===== src/rtl/addfield_pkg.sv =====
// Shared mode constants and state encoding for the addfield byte-stream field inserter.
`timescale 1ns/1ps
package addfield_pkg;

  localparam logic [1:0] ADDF_PASS    = 2'd0;
  localparam logic [1:0] ADDF_INSERT  = 2'd1;
  localparam logic [1:0] ADDF_REPLACE = 2'd2;

  typedef enum logic [2:0] {
    StIdle,
    StHead,
    StField,
    StBody,
    StDrain,
    StDrop
  } state_e;

  function automatic logic is_field_mode(input logic [1:0] mode);
    return (mode == ADDF_INSERT) || (mode == ADDF_REPLACE);
  endfunction

endpackage


===== src/rtl/addfield_bytedelay.sv =====
// Fixed-depth shift register of valid+byte pairs; holds the body bytes displaced by an inserted field.
`timescale 1ns/1ps
module bytedelay #(
  parameter int unsigned DEPTH = 6
) (
  input  logic       clk_i,
  input  logic       rst_ni,
  input  logic       valid_i,
  input  logic [7:0] data_i,
  output logic       valid_o,
  output logic [7:0] data_o
);

  logic [DEPTH-1:0][8:0] sr_q, sr_d;

  always_comb begin
    sr_d    = sr_q;
    sr_d[0] = {valid_i, data_i};
    for (int i = 1; i < int'(DEPTH); i++) begin
      sr_d[i] = sr_q[i-1];
    end
  end

  always_ff @(posedge clk_i or negedge rst_ni) begin
    if (!rst_ni) begin
      sr_q <= '0;
    end else begin
      sr_q <= sr_d;
    end
  end

  assign {valid_o, data_o} = sr_q[DEPTH-1];

endmodule


===== src/rtl/addfield.sv =====
// Inserts or overwrites FLEN constant bytes at byte OFFSET of every packet on a valid/byte stream.
`timescale 1ns/1ps
module addfield
  import addfield_pkg::*;
#(
  parameter int unsigned OFFSET = 6,
  parameter int unsigned FLEN   = 6
) (
  input  logic              i_clk,
  input  logic              i_reset_n,
  input  logic [1:0]        i_mode,
  input  logic [8*FLEN-1:0] i_field,
  input  logic              i_v,
  input  logic [7:0]        i_byte,
  output logic              o_v,
  output logic [7:0]        o_byte,
  output logic              o_busy,
  output logic              o_err
);

  localparam int unsigned PosW = $clog2(OFFSET + FLEN + 1);
  localparam int unsigned CntW = $clog2(FLEN + 1);
  localparam logic [PosW-1:0] PosMax  = PosW'(OFFSET + FLEN);
  localparam logic [PosW-1:0] PosOff  = PosW'(OFFSET);
  localparam logic [CntW-1:0] CntLast = CntW'(FLEN - 1);
  localparam logic [CntW-1:0] CntFull = CntW'(FLEN);

  state_e            state_q, state_d;
  logic [PosW-1:0]   pos_q, pos_d;
  logic [CntW-1:0]   fcnt_q, fcnt_d;
  logic [CntW-1:0]   dcnt_q, dcnt_d;
  logic [1:0]        mode_q, mode_d;
  logic [8*FLEN-1:0] field_q, field_d;
  logic              o_v_q, o_v_d;
  logic [7:0]        o_byte_q, o_byte_d;
  logic              o_err_q, o_err_d;

  logic              tap_v;
  logic [7:0]        tap_byte;
  logic              start;
  logic [PosW-1:0]   pos_inc;
  logic [7:0]        field_byte;
  logic              drain_from_field;

  bytedelay #(
    .DEPTH (FLEN)
  ) u_body_delay (
    .clk_i   (i_clk),
    .rst_ni  (i_reset_n),
    .valid_i (i_v),
    .data_i  (i_byte),
    .valid_o (tap_v),
    .data_o  (tap_byte)
  );

  assign pos_inc          = (pos_q == PosMax) ? pos_q : pos_q + PosW'(1);
  assign field_byte       = field_q[8*FLEN-1 -: 8];
  // Field bytes still owed take priority over the delayed body while draining.
  assign drain_from_field = (fcnt_q != CntFull);

  always_comb begin
    state_d  = state_q;
    pos_d    = pos_q;
    fcnt_d   = fcnt_q;
    dcnt_d   = dcnt_q;
    mode_d   = mode_q;
    field_d  = field_q;
    o_v_d    = 1'b0;
    o_byte_d = 8'h00;
    o_err_d  = 1'b0;
    start    = 1'b0;

    unique case (state_q)
      StIdle: start = i_v;
      StHead: begin
        if (i_v) begin
          o_v_d    = 1'b1;
          o_byte_d = i_byte;
          pos_d    = pos_inc;
          if (pos_inc == PosOff && is_field_mode(mode_q)) state_d = StField;
        end else begin
          state_d = StIdle;
        end
      end
      StField: begin
        if (mode_q == ADDF_INSERT || i_v) begin
          o_v_d    = 1'b1;
          o_byte_d = field_byte;
          field_d  = field_q << 8;
          fcnt_d   = fcnt_q + CntW'(1);
        end
        if (i_v) begin
          pos_d = pos_inc;
          if (fcnt_q == CntLast) state_d = StBody;
        end else if (mode_q == ADDF_INSERT) begin
          state_d = StDrain;
          dcnt_d  = '0;
        end else begin
          state_d = StIdle;
        end
      end
      StBody: begin
        if (mode_q == ADDF_INSERT) begin
          o_v_d    = tap_v;
          o_byte_d = tap_byte;
        end else begin
          o_v_d    = i_v;
          o_byte_d = i_byte;
        end
        if (i_v) begin
          pos_d = pos_inc;
        end else if (mode_q == ADDF_INSERT) begin
          state_d = StDrain;
          dcnt_d  = '0;
        end else begin
          state_d = StIdle;
        end
      end
      StDrain: begin
        o_v_d    = drain_from_field | tap_v;
        o_byte_d = drain_from_field ? field_byte : tap_byte;
        if (drain_from_field) begin
          field_d = field_q << 8;
          fcnt_d  = fcnt_q + CntW'(1);
        end
        // The final drain slot carries no data, so a packet may start there back-to-back.
        if (dcnt_q == CntLast) begin
          state_d = StIdle;
          start   = i_v;
        end else begin
          dcnt_d = dcnt_q + CntW'(1);
          if (i_v) begin
            state_d = StDrop;
            o_err_d = 1'b1;
          end
        end
      end
      StDrop: begin
        if (dcnt_q != CntFull) begin
          o_v_d    = drain_from_field | tap_v;
          o_byte_d = drain_from_field ? field_byte : tap_byte;
          if (drain_from_field) begin
            field_d = field_q << 8;
            fcnt_d  = fcnt_q + CntW'(1);
          end
          dcnt_d = dcnt_q + CntW'(1);
        end
        if (!i_v && dcnt_q >= CntLast) state_d = StIdle;
      end
      default: state_d = StIdle;
    endcase

    if (start) begin
      state_d  = (PosOff == PosW'(1) && is_field_mode(i_mode)) ? StField : StHead;
      mode_d   = i_mode;
      field_d  = i_field;
      pos_d    = PosW'(1);
      fcnt_d   = '0;
      dcnt_d   = '0;
      o_v_d    = 1'b1;
      o_byte_d = i_byte;
    end

    if (state_d == StIdle) pos_d = '0;
  end

  always_ff @(posedge i_clk or negedge i_reset_n) begin
    if (!i_reset_n) begin
      state_q  <= StIdle;
      pos_q    <= '0;
      fcnt_q   <= '0;
      dcnt_q   <= '0;
      mode_q   <= ADDF_PASS;
      field_q  <= '0;
      o_v_q    <= 1'b0;
      o_byte_q <= 8'h00;
      o_err_q  <= 1'b0;
    end else begin
      state_q  <= state_d;
      pos_q    <= pos_d;
      fcnt_q   <= fcnt_d;
      dcnt_q   <= dcnt_d;
      mode_q   <= mode_d;
      field_q  <= field_d;
      o_v_q    <= o_v_d;
      o_byte_q <= o_byte_d;
      o_err_q  <= o_err_d;
    end
  end

  assign o_v    = o_v_q;
  assign o_byte = o_byte_q;
  assign o_err  = o_err_q;
  assign o_busy = (state_q != StIdle);

endmodule


===== config.mk =====
export PLATFORM = sky130hd
export DESIGN_NAME = addfield
export DESIGN_NICKNAME = d
export VERILOG_FILES = /design/src/rtl/addfield_pkg.sv /design/src/rtl/addfield_bytedelay.sv /design/src/rtl/addfield.sv
export SDC_FILE = /design/constraint.sdc
export NUM_CORES = 1
export LEC_CHECK = 0
export ABC_AREA = 1
export CELL_PAD_IN_SITES_DETAIL_PLACEMENT = 1
export CELL_PAD_IN_SITES_GLOBAL_PLACEMENT = 1
export CORE_MARGIN = 1
export CORE_UTILIZATION = 45
export CTS_BUF_LIST = sky130_fd_sc_hd__clkbuf_2
export CTS_CLUSTER_SIZE = 14
export DETAILED_ROUTE_END_ITERATION = 8
export PLACE_DENSITY = 0.88
export SLEW_MARGIN = 20
export SYNTH_ARGS = -nofsm -noshare
export SYNTH_HDL_FRONTEND = slang
export SYNTH_SLANG_ARGS = --single-unit

===== constraint.sdc =====
create_clock -name i_clk -period 2.6 [get_ports i_clk]
set_input_delay 0.52 -clock i_clk [delete_from_list [all_inputs] [get_ports i_clk]]
set_output_delay 0.52 -clock i_clk [all_outputs]
set_load 0.005 [all_outputs]

==> results of run 1 <==
[cells by family after synthesis]
| kind of cell | share of synthesized area |
|---|---|
| xor+xnor | 0.00300 |
| simple gates | 0.347 |
| compound gates | 0.0276 |
| fa+ha+maj | 0.0214 |
| buf+inv | 0.0572 |
| flops | 0.544 |
[flip-flops by register name (all words and copies together) (netlist names), 2 cells and up]
| name | cells |
|---|---|
| dcnt_q | 3 |
| fcnt_q | 3 |
| field_q | 48 |
| mode_q | 2 |
| o_byte | 8 |
| pos_q | 4 |
| state_q | 3 |
| u_body_delay.data_o | 8 |
| u_body_delay.sr_d | 45 |
[cells in the final DEF, fill, tap and decap left out, drive strengths merged, types with 8 or more instances in the layout]
cell type      Yosys  routed
o21ai             18      18
buf               25      17
nand3             47      47
clkdlybuf4s50      0      70
ha                10      10
nand2            325     325
nor2              48      48
clkinv             0       8
dfrtp            127     127
inv               44      44
a21oi             10      10
clkbuf             9      23
nand4             48      48
[power by group]
group	switching [mW]	internal [mW]
logic	1.82	1.00
clock network	0.698	0.255
registers	0.308	2.46
total	2.83	3.72
[metrics by stage]
stage	total power [mW]	setup slack, ns
2_1_floorplan	4.66	0.905
3_3_place_gp	5.39	0.297
3_5_place_dp	5.62	0.228
4_1_cts	6.59	0.0214
5_1_grt	7.09	0.00399
6_report	6.54	0.137
[cells in the mapped netlist (all sizes together)]
cell type    n  area share
nand2      325        0.21
nand3       47       0.046
o21ai       18       0.015
a21oi       10      0.0086
o2111ai      1      0.0015
ha          10       0.021
nor3         3      0.0034
xnor2        1      0.0015
a31oi        1      0.0011
dfrtp      127        0.54
clkbuf       9      0.0058
buf         25       0.023
nand4       48       0.051
inv         44       0.028
o22ai        1      0.0011
nor2        48       0.033
xor2         1      0.0015
[final cells by class]
type | count | area, sq um
fillers | 1587 | 5690
multi-input cells | 514 | 2330
repair buffers | 88 | 876
clock inverters | 9 | 45.0
clock buffers | 23 | 115
inverters | 44 | 165
flip-flops and latches | 127 | 3180
well taps | 172 | 215
[final timing paths]
path	from	end	slack (ns)	depth (start not counted)
min in group i_clk	i_byte[3]	u_body_delay.sr_d[12]$_DFF_PN0_	0.31	1
setup reg to reg	dcnt_q[0]$_DFFE_PN0P_	field_q[30]$_DFFE_PN0P_	0.35	9
setup / recovery	state_q[0]$_DFF_PN0_	o_busy	0.14	3
hold / removal	i_reset_n	u_body_delay.sr_d[33]$_DFF_PN0_	0.27	2
hold reg to reg	u_body_delay.sr_d[17]$_DFF_PN0_	u_body_delay.sr_d[26]$_DFF_PN0_	0.36	0
max in group asynchronous	i_reset_n	u_body_delay.sr_d[23]$_DFF_PN0_	1.70	3
[what timing repair did]
item / 4_1_cts / 5_1_grt
hold buffers: 1 / 0
pin swaps: 0 / 0
setup buffers: 1 / 0
endpoints found under the setup margin: 1 / 1
gates resized for setup: 1 / 1
hold endpoints to repair: 31 / 0
[per-layer routing]
metal / global-route usage / up-vias
met3: 0.0549 / 21
li1: - / 2437
met1: 0.312 / 2535
met2: 0.469 / 90
met4: 0.104 / 0
met5: 0 / -
==> impl_metrics.env, run 1 <==
export IMPL_run_status="finished clean"
export IMPL_timing_worst_slew_pin_value_ns=0.697
export IMPL_all_layer_global_routing_usage=0.264
export IMPL_dpl_instance_area_sq_um=6750
export IMPL_width_of_the_die_microns=116
export IMPL_unique_cell_type_count_in_the_yosys_netlist=26
export IMPL_cts_htree_levels=4
export IMPL_timing_slew_headroom=0.533
export IMPL_post_drt_via_cell_ratio=5.20
export IMPL_cts_root_buf="sky130_fd_sc_hd__clkbuf_2"
export IMPL_timing_setup_tns_ns=0
export IMPL_initial_standard_cell_utilization_of_the_core=0.463
export IMPL_mappedNetlistNets=790
export IMPL_layout_core_utilization=0.549
export IMPL_numClockSinks=127
export IMPL_rsz0062_at_grt="false"
export IMPL_final_cell_area_sq_um=6930
export IMPL_initialDrtViolationCount=191
export IMPL_power_density_nw_per_um2=945
export IMPL_route_top_layer_used="met4"
export IMPL_tritoncts="yes"
export IMPL_routed_wire_length_per_instance_microns=16.3
export IMPL_pin_count_of_the_biggest_net_entering_global_routing=57
export IMPL_num_nets_final=863
export IMPL_route_vias_total=5083
export IMPL_hp_class="input port to asynchronous set/reset pin"
export IMPL_grt_pass1_vias=5454
export IMPL_drt_pass1_iter_count=6
export IMPL_setup_violations=0
export IMPL_critical_path_required_ns=2.08
export IMPL_wire_length_of_the_first_global_routing_pass_microns=26700
export IMPL_drv_slew=0
export IMPL_diodes=0
export IMPL_critPathLaunchType="flip-flop"
export IMPL_route_met3_wl_microns=576
export IMPL_critPathKind="flip-flop to output pin"
export IMPL_yosys_warnings=0
export IMPL_critical_path_cell_chain="nor2_4 -> nand2_1 -> clkdlybuf4s50_1"
export IMPL_io_pins=72
export IMPL_lkg_pwr_nw=3.57
export IMPL_worstSkewPairLatency_ns=0.73
export IMPL_netlist_instances=719
export IMPL_ant_nets=0
export IMPL_die_height_microns=116
export IMPL_routed_wirelength_microns=15900
export IMPL_fmax_ghz=0.406
export IMPL_wl_met2_microns=8490
export IMPL_hold_viol=0
export IMPL_min_period_ns=2.46
export IMPL_max_cap_violations=0
export IMPL_synth_seq_area_share=0.544
export IMPL_yosys_register_bits=127
export IMPL_path_max_fanout=5
export IMPL_num_rows=41
export IMPL_post_synth_instance_area_sq_um=5840
export IMPL_dr_drc_count=0
export IMPL_dp_cells=943
export IMPL_design_core_area_sq_um=12600
export IMPL_syn_area_per_cell_sq_um=8.12
export IMPL_area_growth_pct=18.6
export IMPL_dieArea_sq_um=13400
export IMPL_grt_overflow=0
export IMPL_timing_final_crit_share=0.947
export IMPL_crit_path_end_kind="output pin"
export IMPL_wl_met1_microns=6580
export IMPL_clk_path_buf_depth=2
export IMPL_cp_data_arrival_time_ns=1.94
export IMPL_cts_buffers_inserted=17
export IMPL_drive_gt1_frac=0.0820
export IMPL_critical_path_top_delay_family="flip-flops"
export IMPL_critical_path_n_buffers_inverters=1
export IMPL_cts_clk_slew_worst_paths_ns=0.17
export IMPL_finalHoldWorstSlack_ns=0.266
export IMPL_hpwl_microns=11100
export IMPL_antenna_found_initial=0
export IMPL_critical_path_s_largest_stage_delay_ns=0.48
export IMPL_finalClockSkew_ns=0.0246
export IMPL_post_layout_nonfiller_instances=977
export IMPL_gp_congestion=0.837
export IMPL_critPathSlowestCell="sky130_fd_sc_hd__dfrtp_1"
export IMPL_max_vdd_ir_drop_mv=0.491
export IMPL_port_buffers=71
Power figures use the tool's default switching activity.
==> run 2: changes to the inputs <==
--- a/config.mk
+++ b/config.mk
@@ -13,6 +13,7 @@
 export CTS_BUF_LIST = sky130_fd_sc_hd__clkbuf_2
 export CTS_CLUSTER_SIZE = 14
 export DETAILED_ROUTE_END_ITERATION = 8
+export HOLD_SLACK_MARGIN = 0.15
 export PLACE_DENSITY = 0.88
 export SLEW_MARGIN = 20
 export SYNTH_ARGS = -nofsm -noshare
==> results of run 2 <==
Final layout, timing and power as in run 1 (identical DEF).
